$ cat config.mk
export PLATFORM = sky130hd
export DESIGN_NAME = engine_bus_arbiter
export DESIGN_NICKNAME = d
export VERILOG_FILES = /design/src/rtl/engine_bus_arbiter.sv
export SDC_FILE = /design/constraint.sdc
export NUM_CORES = 1
export LEC_CHECK = 0
export ABC_AREA = 1
export CORE_AREA = 10 10 108 110
export DETAILED_ROUTE_END_ITERATION = 6
export DIE_AREA = 0 0 118 120
export MAX_ROUTING_LAYER = met4
export PLACE_DENSITY = 0.73
export SYNTH_ARGS = -nofsm -noshare
export SYNTH_HDL_FRONTEND = slang
export SYNTH_SLANG_ARGS = --single-unit
$ cat constraint.sdc
create_clock -name clock -period 2.06 [get_ports clock]
set_input_delay 0.412 -clock clock [delete_from_list [all_inputs] [get_ports clock]]
set_output_delay 0.412 -clock clock [all_outputs]
set_load 0.02 [all_outputs]
$ cat src/rtl/engine_bus_arbiter.sv
`default_nettype none
// +--------------------------------------------------------------------------+
// | Module      : engine_bus_arbiter                                         |
// | Description : Round-robin arbiter sharing one Avalon-style memory port   |
// |               (address/read/write/waitrequest, zero-latency readdata)    |
// |               among MASTERS engine cores. A grant lasts for exactly one  |
// |               transaction: until it completes or the master withdraws.   |
// | Ports       : clock, clock_sreset   - clock, sync active-high reset      |
// |               m_address/m_writedata - packed per-master operands         |
// |               m_read/m_write        - per-master requests                |
// |               m_waitrequest         - per-master stall                   |
// |               m_readdata            - s_readdata broadcast               |
// |               s_*                   - shared slave port                  |
// | Revision    : 1.0 - initial release                                      |
// +--------------------------------------------------------------------------+
module engine_bus_arbiter #(
  parameter int WIDTHA  = 12,
  parameter int WIDTHD  = 32,
  parameter int MASTERS = 4
) (
  input  logic                       clock,
  input  logic                       clock_sreset,
  input  logic [MASTERS*WIDTHA-1:0]  m_address,
  input  logic [MASTERS*WIDTHD-1:0]  m_writedata,
  input  logic [MASTERS-1:0]         m_read,
  input  logic [MASTERS-1:0]         m_write,
  output logic [MASTERS-1:0]         m_waitrequest,
  output logic [WIDTHD-1:0]          m_readdata,
  output logic [WIDTHA-1:0]          s_address,
  output logic [WIDTHD-1:0]          s_writedata,
  output logic                       s_read,
  output logic                       s_write,
  input  logic                       s_waitrequest,
  input  logic [WIDTHD-1:0]          s_readdata
);

  localparam int WIDTHG = (MASTERS > 1) ? $clog2(MASTERS) : 1;

  localparam logic [0:0] ST_IDLE = 1'b0;
  localparam logic [0:0] ST_BUSY = 1'b1;

  logic [0:0]         r_state;
  logic [WIDTHG-1:0]  r_grant;
  logic [WIDTHG-1:0]  r_last;
  logic [WIDTHG-1:0]  w_next;
  logic [WIDTHG-1:0]  w_idx;
  logic [MASTERS-1:0] w_req;
  logic               w_any;
  logic               w_done;

  assign w_req      = m_read | m_write;
  assign w_any      = |w_req;
  assign m_readdata = s_readdata;

  // Round-robin search starting just after the last served master. The loop
  // runs from the farthest candidate to the nearest so that the final hit,
  // which wins, is the closest requester after r_last.
  always_comb begin
    w_next = r_last;
    w_idx  = '0;
    for (int k = MASTERS; k >= 1; k--) begin
      w_idx = WIDTHG'((int'(r_last) + k) % MASTERS);
      if (w_req[w_idx]) begin
        w_next = w_idx;
      end
    end
  end

  // Forward the granted master onto the shared port; everyone else stalls.
  always_comb begin
    s_address     = '0;
    s_writedata   = '0;
    s_read        = 1'b0;
    s_write       = 1'b0;
    m_waitrequest = '1;
    for (int i = 0; i < MASTERS; i++) begin
      if ((r_state == ST_BUSY) && (r_grant == WIDTHG'(i))) begin
        s_address        = m_address[i*WIDTHA +: WIDTHA];
        s_writedata      = m_writedata[i*WIDTHD +: WIDTHD];
        s_read           = m_read[i];
        s_write          = m_write[i];
        m_waitrequest[i] = s_waitrequest;
      end
    end
  end

  assign w_done = (s_read | s_write) & ~s_waitrequest;

  // Reset leaves r_last at the top index so master 0 wins the first contention.
  always_ff @(posedge clock) begin
    if (clock_sreset) begin
      r_state <= ST_IDLE;
      r_grant <= '0;
      r_last  <= WIDTHG'(MASTERS - 1);
    end else if (r_state == ST_IDLE) begin
      if (w_any) begin
        r_grant <= w_next;
        r_state <= ST_BUSY;
      end
    end else begin
      // Completion or withdrawal both end the grant; a withdrawn master puts
      // nothing on the slave port since s_read/s_write follow its requests.
      if (!w_req[r_grant] || w_done) begin
        r_state <= ST_IDLE;
        r_last  <= r_grant;
      end
    end
  end

endmodule
`default_nettype wire

==> impl_metrics.ini, run 1 <==
[status]
run_status = complete, no violations

[power]
leakagePower_nw = 1.88
switchingPower_mw = 1.50
power_density_nw_per_um2 = 678
seq_power_share = 0.061
p_comb_frac = 0.876
finalPower_mw = 2.92
internal_power_mw = 1.42
p_sw_frac = 0.512
ir_drop_mv = 0.410
clkPwrFrac = 0.063

[synth]
ys_types = 16
postSynthAreaPerCell_um2 = 4.84
ys_ff_latch = 5
synthCells = 374
seq_area_frac_synth = 0.0553
synth_nets = 593
syn_area_um2 = 1810
ys_warn_count = 0

[timing]
skew_ps = 0.796
max_slew_margin = 0.759
timing.final.crit_share = 0.963
hold_viol = 0
finalSetupViolCount = 0
finalMaxSlewViolations = 0
setup_slack_ps = 75.9
max_freq_mhz = 504
worst_pin_slew_ps = 361
final.min_clock_period_ps = 1980

[routing]
drt_pre_antenna_iters = 4
drt_iter0_drc = 192
wl_um = 12900
wl_per_cell_um = 17.6
vias_per_cell = 4.58
num_vias = 3348
drc = 0
antenna_left = 0

[final_layout]
final_common_cell = nand2_1
antennaDiodeCount = 0
finalInstanceArea_um2 = 4310
syn2layout_area_growth_pct = 138
final_cells = 731
nets = 818
final_cell_mix = nand2_1 (212), clkdlybuf4s50_1 (186), nand4_1 (49)
final_layout_size_suffix_gt1_frac = 0.157

[placed_design]
place_hpwl_um = 10400
gp_congestion = 0.834
post-place-cells = 714
dp_slack_ps = -229
io_buffers = 236
placed_cell_area_um2 = 4260

[critical_path]
path_max_fanout = 13
r2r_end = r_last[0]$_SDFFE_PP1P_
worst-r2r-setup-slack_ps = 470
startpoint_type = flip-flop
end_kind = primary output
rr_startpoint = r_grant[1]$_SDFFE_PP0P_
cp.required_ps = 1650
crit_end = s_writedata[31]
r2r_cells = 12
arrival_ps = 1570
startpoint = r_grant[1]$_SDFFE_PP0P_
path_class = flip-flop to primary output

[die]
core_area_um2 = 9550
num_rows = 36
start_util = 0.190
die_w_um = 118
die_h_um = 120
die_area_um2 = 14200
ios = 301

[cts]
clkLatencyLatePin_ps = 220
cts_max_path_buffers = 2
cts.sinks = 5
numCtsBuffers = 3
clkTransAtPathRegs_ps = 40
h-tree-depth = 1
cts_root_buf = clkbuf_8
cts_tree = done

[worst_hold_path]
hold_start = r_last[1]$_SDFFE_PP1P_
hold_class = flip-flop to flip-flop

[global_route]
track_usage = 0.167
grt_max_degree = 28
grt_pass1_wl_um = 18800
grt_pass1_vias = 3426
overflow = 0
antenna_found_initial = 0

[job]
maxCapViolations = 0
-- registers in the layout, summed over array words and instances (netlist names) --
signal,cells
r_state,1
r_last,2
r_grant,2
-- per-layer routing --
metal / global-route usage / routed length (um)
met5: - / 0
met3: 0.0431 / 930
met2: 0.296 / 6590
met1: 0.179 / 4970
met4: 0.0533 / 367
-- kinds of logic (layout without fill, tap and decap cells) --
kind of cell,Yosys count,after routing,synth area share
AOI/OAI and AO/OA,11,11,0.0325
buffers and inverters,68,292,0.219
DFF,5,5,0.0553
and+or+nand+nor,290,290,0.693
-- synthesized netlist by cell type --
master / number / area, um2
nor2_1: 12 / 45.0
buf_4: 35 / 263
o21ai_0: 4 / 20.0
inv_2: 5 / 18.8
nand4_1: 49 / 307
o22ai_1: 2 / 12.5
a21oi_1: 3 / 15.0
a31oi_1: 1 / 6.26
o21ai_1: 1 / 5.00
nand3_1: 15 / 75.1
clkbuf_1: 8 / 30.0
buf_2: 8 / 40.0
inv_1: 12 / 45.0
nand2_1: 212 / 796
nor3_4: 2 / 32.5
dfxtp_1: 5 / 100
-- power by group through the flow --
stage	logic [mW]	registers [mW]	clock network (mW)
final	2.56	0.177	0.185
after floorplan	1.36	0.151	0
after detailed placement	2.69	0.171	0
after CTS	2.54	0.173	0.189
after global routing	2.77	0.185	0.197
after global placement	2.66	0.168	0
-- critical path, cell delays in order (launching register included) --
cell,delay (ps)
dfxtp_2,320
buf_4,150
nand3_2,90
inv_4,50
buf_4,120
bufbuf_16,270
nand2_1,70
nand4_1,100
buf_4,170
-- per-stage QoR --
stage           util  hold slack [ps]  TNS [ps]
2_1_floorplan      -              483         0
3_3_place_gp   0.446              515     -4510
3_5_place_dp   0.446              534     -5520
4_1_cts        0.447              538      -314
5_1_grt        0.451              566     -1.92
6_report       0.451              537         0
-- how the worst min path moves through the flow --
| stage | slack [ps] | endpoint | cells past startpoint |
|---|---|---|---|
| 4_1_cts | 540 | r_last[1]$_SDFFE_PP1P_ | 2 |
| 5_1_grt | 570 | r_last[1]$_SDFFE_PP1P_ | 2 |
| 2_1_floorplan | 480 | r_last[1]$_SDFFE_PP1P_ | 2 |
| 3_3_place_gp | 510 | r_last[1]$_SDFFE_PP1P_ | 2 |
| 6_report | 540 | r_last[1]$_SDFFE_PP1P_ | 2 |
| 3_5_place_dp | 530 | r_last[1]$_SDFFE_PP1P_ | 2 |
-- repair_timing --
item                                    CTS  global route
gates cloned                              2             2
hold buffers                              0             0
resized for setup                       185            24
endpoints found under the setup margin   50            32
hold endpoints to repair                  0             0
buffers inserted                          2             7
pin swaps                                 1             3
-- area by class of cell --
cell class                      instances  area [um2]
Clock buffer                            4        45.0
Tap cell                              133         166
Timing Repair Buffer                  271        2600
Sequential cell                         5         106
Fill cell                            1013        5240
Inverter                               17        66.3
Multi-Input combinational cell        301        1320
No activity file was read; power rests on OpenSTA's default activity.
==> run 2, diff against run 1 <==
- ABC_AREA: 1 -> not set
- CORE_AREA: 10 10 108 110 -> 10 10 110 112
- DIE_AREA: 0 0 118 120 -> 0 0 120 122
==> impl_metrics.ini, run 2 <==
[worst_hold_path]
hold_depth = 2
hold_start = r_last[0]$_SDFFE_PP1P_
hold_class = flip-flop to flip-flop
hold_path_end = r_last[0]$_SDFFE_PP1P_

[cts]
cts_tree = done
cts.sinks = 5
cts_hold_buffers = 0
cts_max_path_buffers = 2
clkTransAtPathRegs_ps = 40
clkLatencyLatePin_ps = 220
h-tree-depth = 1
numCtsBuffers = 3
cts_root_buf = clkbuf_8

[routing]
wl_per_cell_um = 21.7
num_vias = 2565
drt_iter0_drc = 74
vias_per_cell = 4.56
wl_um = 12200
drt_pre_antenna_iters = 4
drc = 0
antenna_left = 0

[synth]
synthArstFlopShare = 0
ys_warn_count = 0
syn_area_um2 = 2050
synthCells = 193
postSynthAreaPerCell_um2 = 10.6
synth_top_family_by_area = multiplexers
seq_area_frac_synth = 0.0488
synth-edff-count = 0
ys.flop_type = dfxtp_1
ys_types = 33
synth_nets = 412
synth_compound_gate_area_share = 0.0786
yosys.area.top_type = mux4_2
synth_simple_gate_area_frac = 0.193
netlist_top_cells_area = mux4_2 (50%), and2_1 (14%), buf_4 (12%)
yosys-top-cells-count = and2_1 (46), mux4_2 (46), buf_4 (32)
netlist.area_leader.share = 0.505
synth_xor_area_frac = 0
synth_fa_ha_area_frac = 0
ys_ff_latch = 5
synth.area.mux_share = 0.505

[placed_design]
post-place-cells = 539
place_hpwl_um = 10100
placed_cell_area_um2 = 4500
gp_congestion = 0.933
io_buffers = 236

[final_layout]
final_layout_size_suffix_gt1_frac = 0.425
nets = 641
final_cell_mix = clkdlybuf4s50_1 (182), mux4_2 (46), buf_6 (42)
finalInstanceArea_um2 = 4910
syn2layout_area_growth_pct = 139
reg_top3 = r_grant (2), r_last (2), r_state (1)
final_cells = 562
final_common_cell = clkdlybuf4s50_1

[critical_path]
end_kind = primary output
r2r_cells = 6
cp.required_ps = 1650
cp_cell_sequence = buf_12, buf_12, buf_6, mux4_2, and2_4, buf_6
worst-r2r-setup-slack_ps = 300
path_max_fanout = 6
critical_path_buf_inv_count = 4
slowest_delay_ps = 470
critical-path-top-delay-family = buffers and inverters
rr_startpoint = r_grant[1]$_SDFFE_PP0P_
r2r_end = r_last[1]$_SDFFE_PP1P_
slowest_stage = mux4_2
arrival_ps = 1690
path_class = flip-flop to primary output
startpoint_type = flip-flop

[timing]
max_freq_mhz = 476
worst_pin_slew_ps = 298
hold_viol = 0
finalMaxSlewViolations = 0
finalSetupViolCount = 9
skew_ps = 2.91
rsz0062_at_grt = true
max_slew_margin = 0.799
setup_slack_ps = -39.8
timing.final.crit_share = 1.02
final.min_clock_period_ps = 2100

[die]
start_util = 0.204
die_area_um2 = 14600
die_w_um = 120
core_area_um2 = 10000
num_rows = 37
ios = 301
die_h_um = 122

[power]
p_sw_frac = 0.320
internal_power_mw = 1.21
p_comb_frac = 0.826
leakagePower_nw = 1.89
ir_drop_mv = 0.190
switchingPower_uw = 568
clkPwrFrac = 0.102
power_density_nw_per_um2 = 361
seq_power_share = 0.072

[global_route]
grt_max_degree = 27
overflow = 0
grt_pass1_wl_um = 17200
track_usage = 0.154
antenna_found_initial = 5
grt_pass1_vias = 2841

[job]
maxCapViolations = 0

[status]
run_status = complete, but fails checks
violations = setup timing
==> run 2: cell types whose count changed after synthesis, moves of 5 or more <==
cell / before / now
and2_1: 0 / 46
nand3_1: 15 / 0
mux4_2: 0 / 46
nand4_1: 49 / 1
inv_2: 5 / 0
nand2_1: 212 / 3
inv_1: 12 / 3
==> run 2: layout make-up <==
type	instances	area, um2
diodes	5	12.5
clock buffers	4	45.0
fillers	928	5140
inverters	3	11.3
multi-input cells	136	1690
flip-flops and latches	5	105
well taps	136	170
repair buffers	273	2870
==> run 2: kinds of logic after synthesis <==
kind of cell | Yosys count
AOI/OAI and AO/OA | 21
buffers and inverters | 52
DFF | 5
muxes | 46
and+or+nand+nor | 69
==> run 2: worst max path at each step <==
stage / from / end / slack, ps / cells past startpoint
2_1_floorplan: r_grant[0]$_SDFFE_PP0P_ / s_address[0] / 270 / 4
3_3_place_gp: m_writedata[115] / s_writedata[19] / -410 / 4
3_5_place_dp: m_read[3] / s_read / -420 / 4
4_1_cts: r_grant[0]$_SDFFE_PP0P_ / s_writedata[21] / -150 / 4
5_1_grt: r_grant[0]$_SDFFE_PP0P_ / s_writedata[3] / -120 / 6
6_report: r_grant[0]$_SDFFE_PP0P_ / s_writedata[3] / -40 / 6
==> run 2: layer usage <==
metal | GRT usage | wire [um]
met3 | 0.0560 | 1030
met2 | 0.275 | 6620
met4 | 0.0256 | 136
met5 | - | 0
met1 | 0.164 | 4420
==> run 2: power by group through the flow <==
stage | combinational, mW | clock [mW] | sequential, mW
after detailed placement | 1.27 | 0 | 0.132
after CTS | 1.42 | 0.182 | 0.129
after global routing | 1.55 | 0.192 | 0.131
final | 1.47 | 0.181 | 0.128
after floorplan | 0.681 | 0 | 0.117
after global placement | 1.25 | 0 | 0.131
==> run 2: stage by stage <==
step           power [mW]  hold slack, ps  setup TNS [ps]  worst slack, ps  utilization
4_1_cts              1.73             605           -2820             -155        0.476
6_report             1.77             613            -183            -39.8        0.489
5_1_grt              1.87             672           -1610             -116        0.489
3_3_place_gp         1.38             578          -15930             -406        0.448
3_5_place_dp         1.40             599          -16440             -417        0.448
2_1_floorplan       0.797             484               0              273            -
==> run 2: what timing repair did <==
item                                    in CTS  in global routing
cloned                                       5                  1
buffers inserted                             8                  5
endpoints found under the setup margin      50                 47
resized for setup                          263                 69
pin swaps                                   13                 20
==> run 2: worst min-delay path, stage by stage (launching register included) <==
cell	delay, ps
dfxtp_1	350
a21oi_1	140
o21ai_1	70
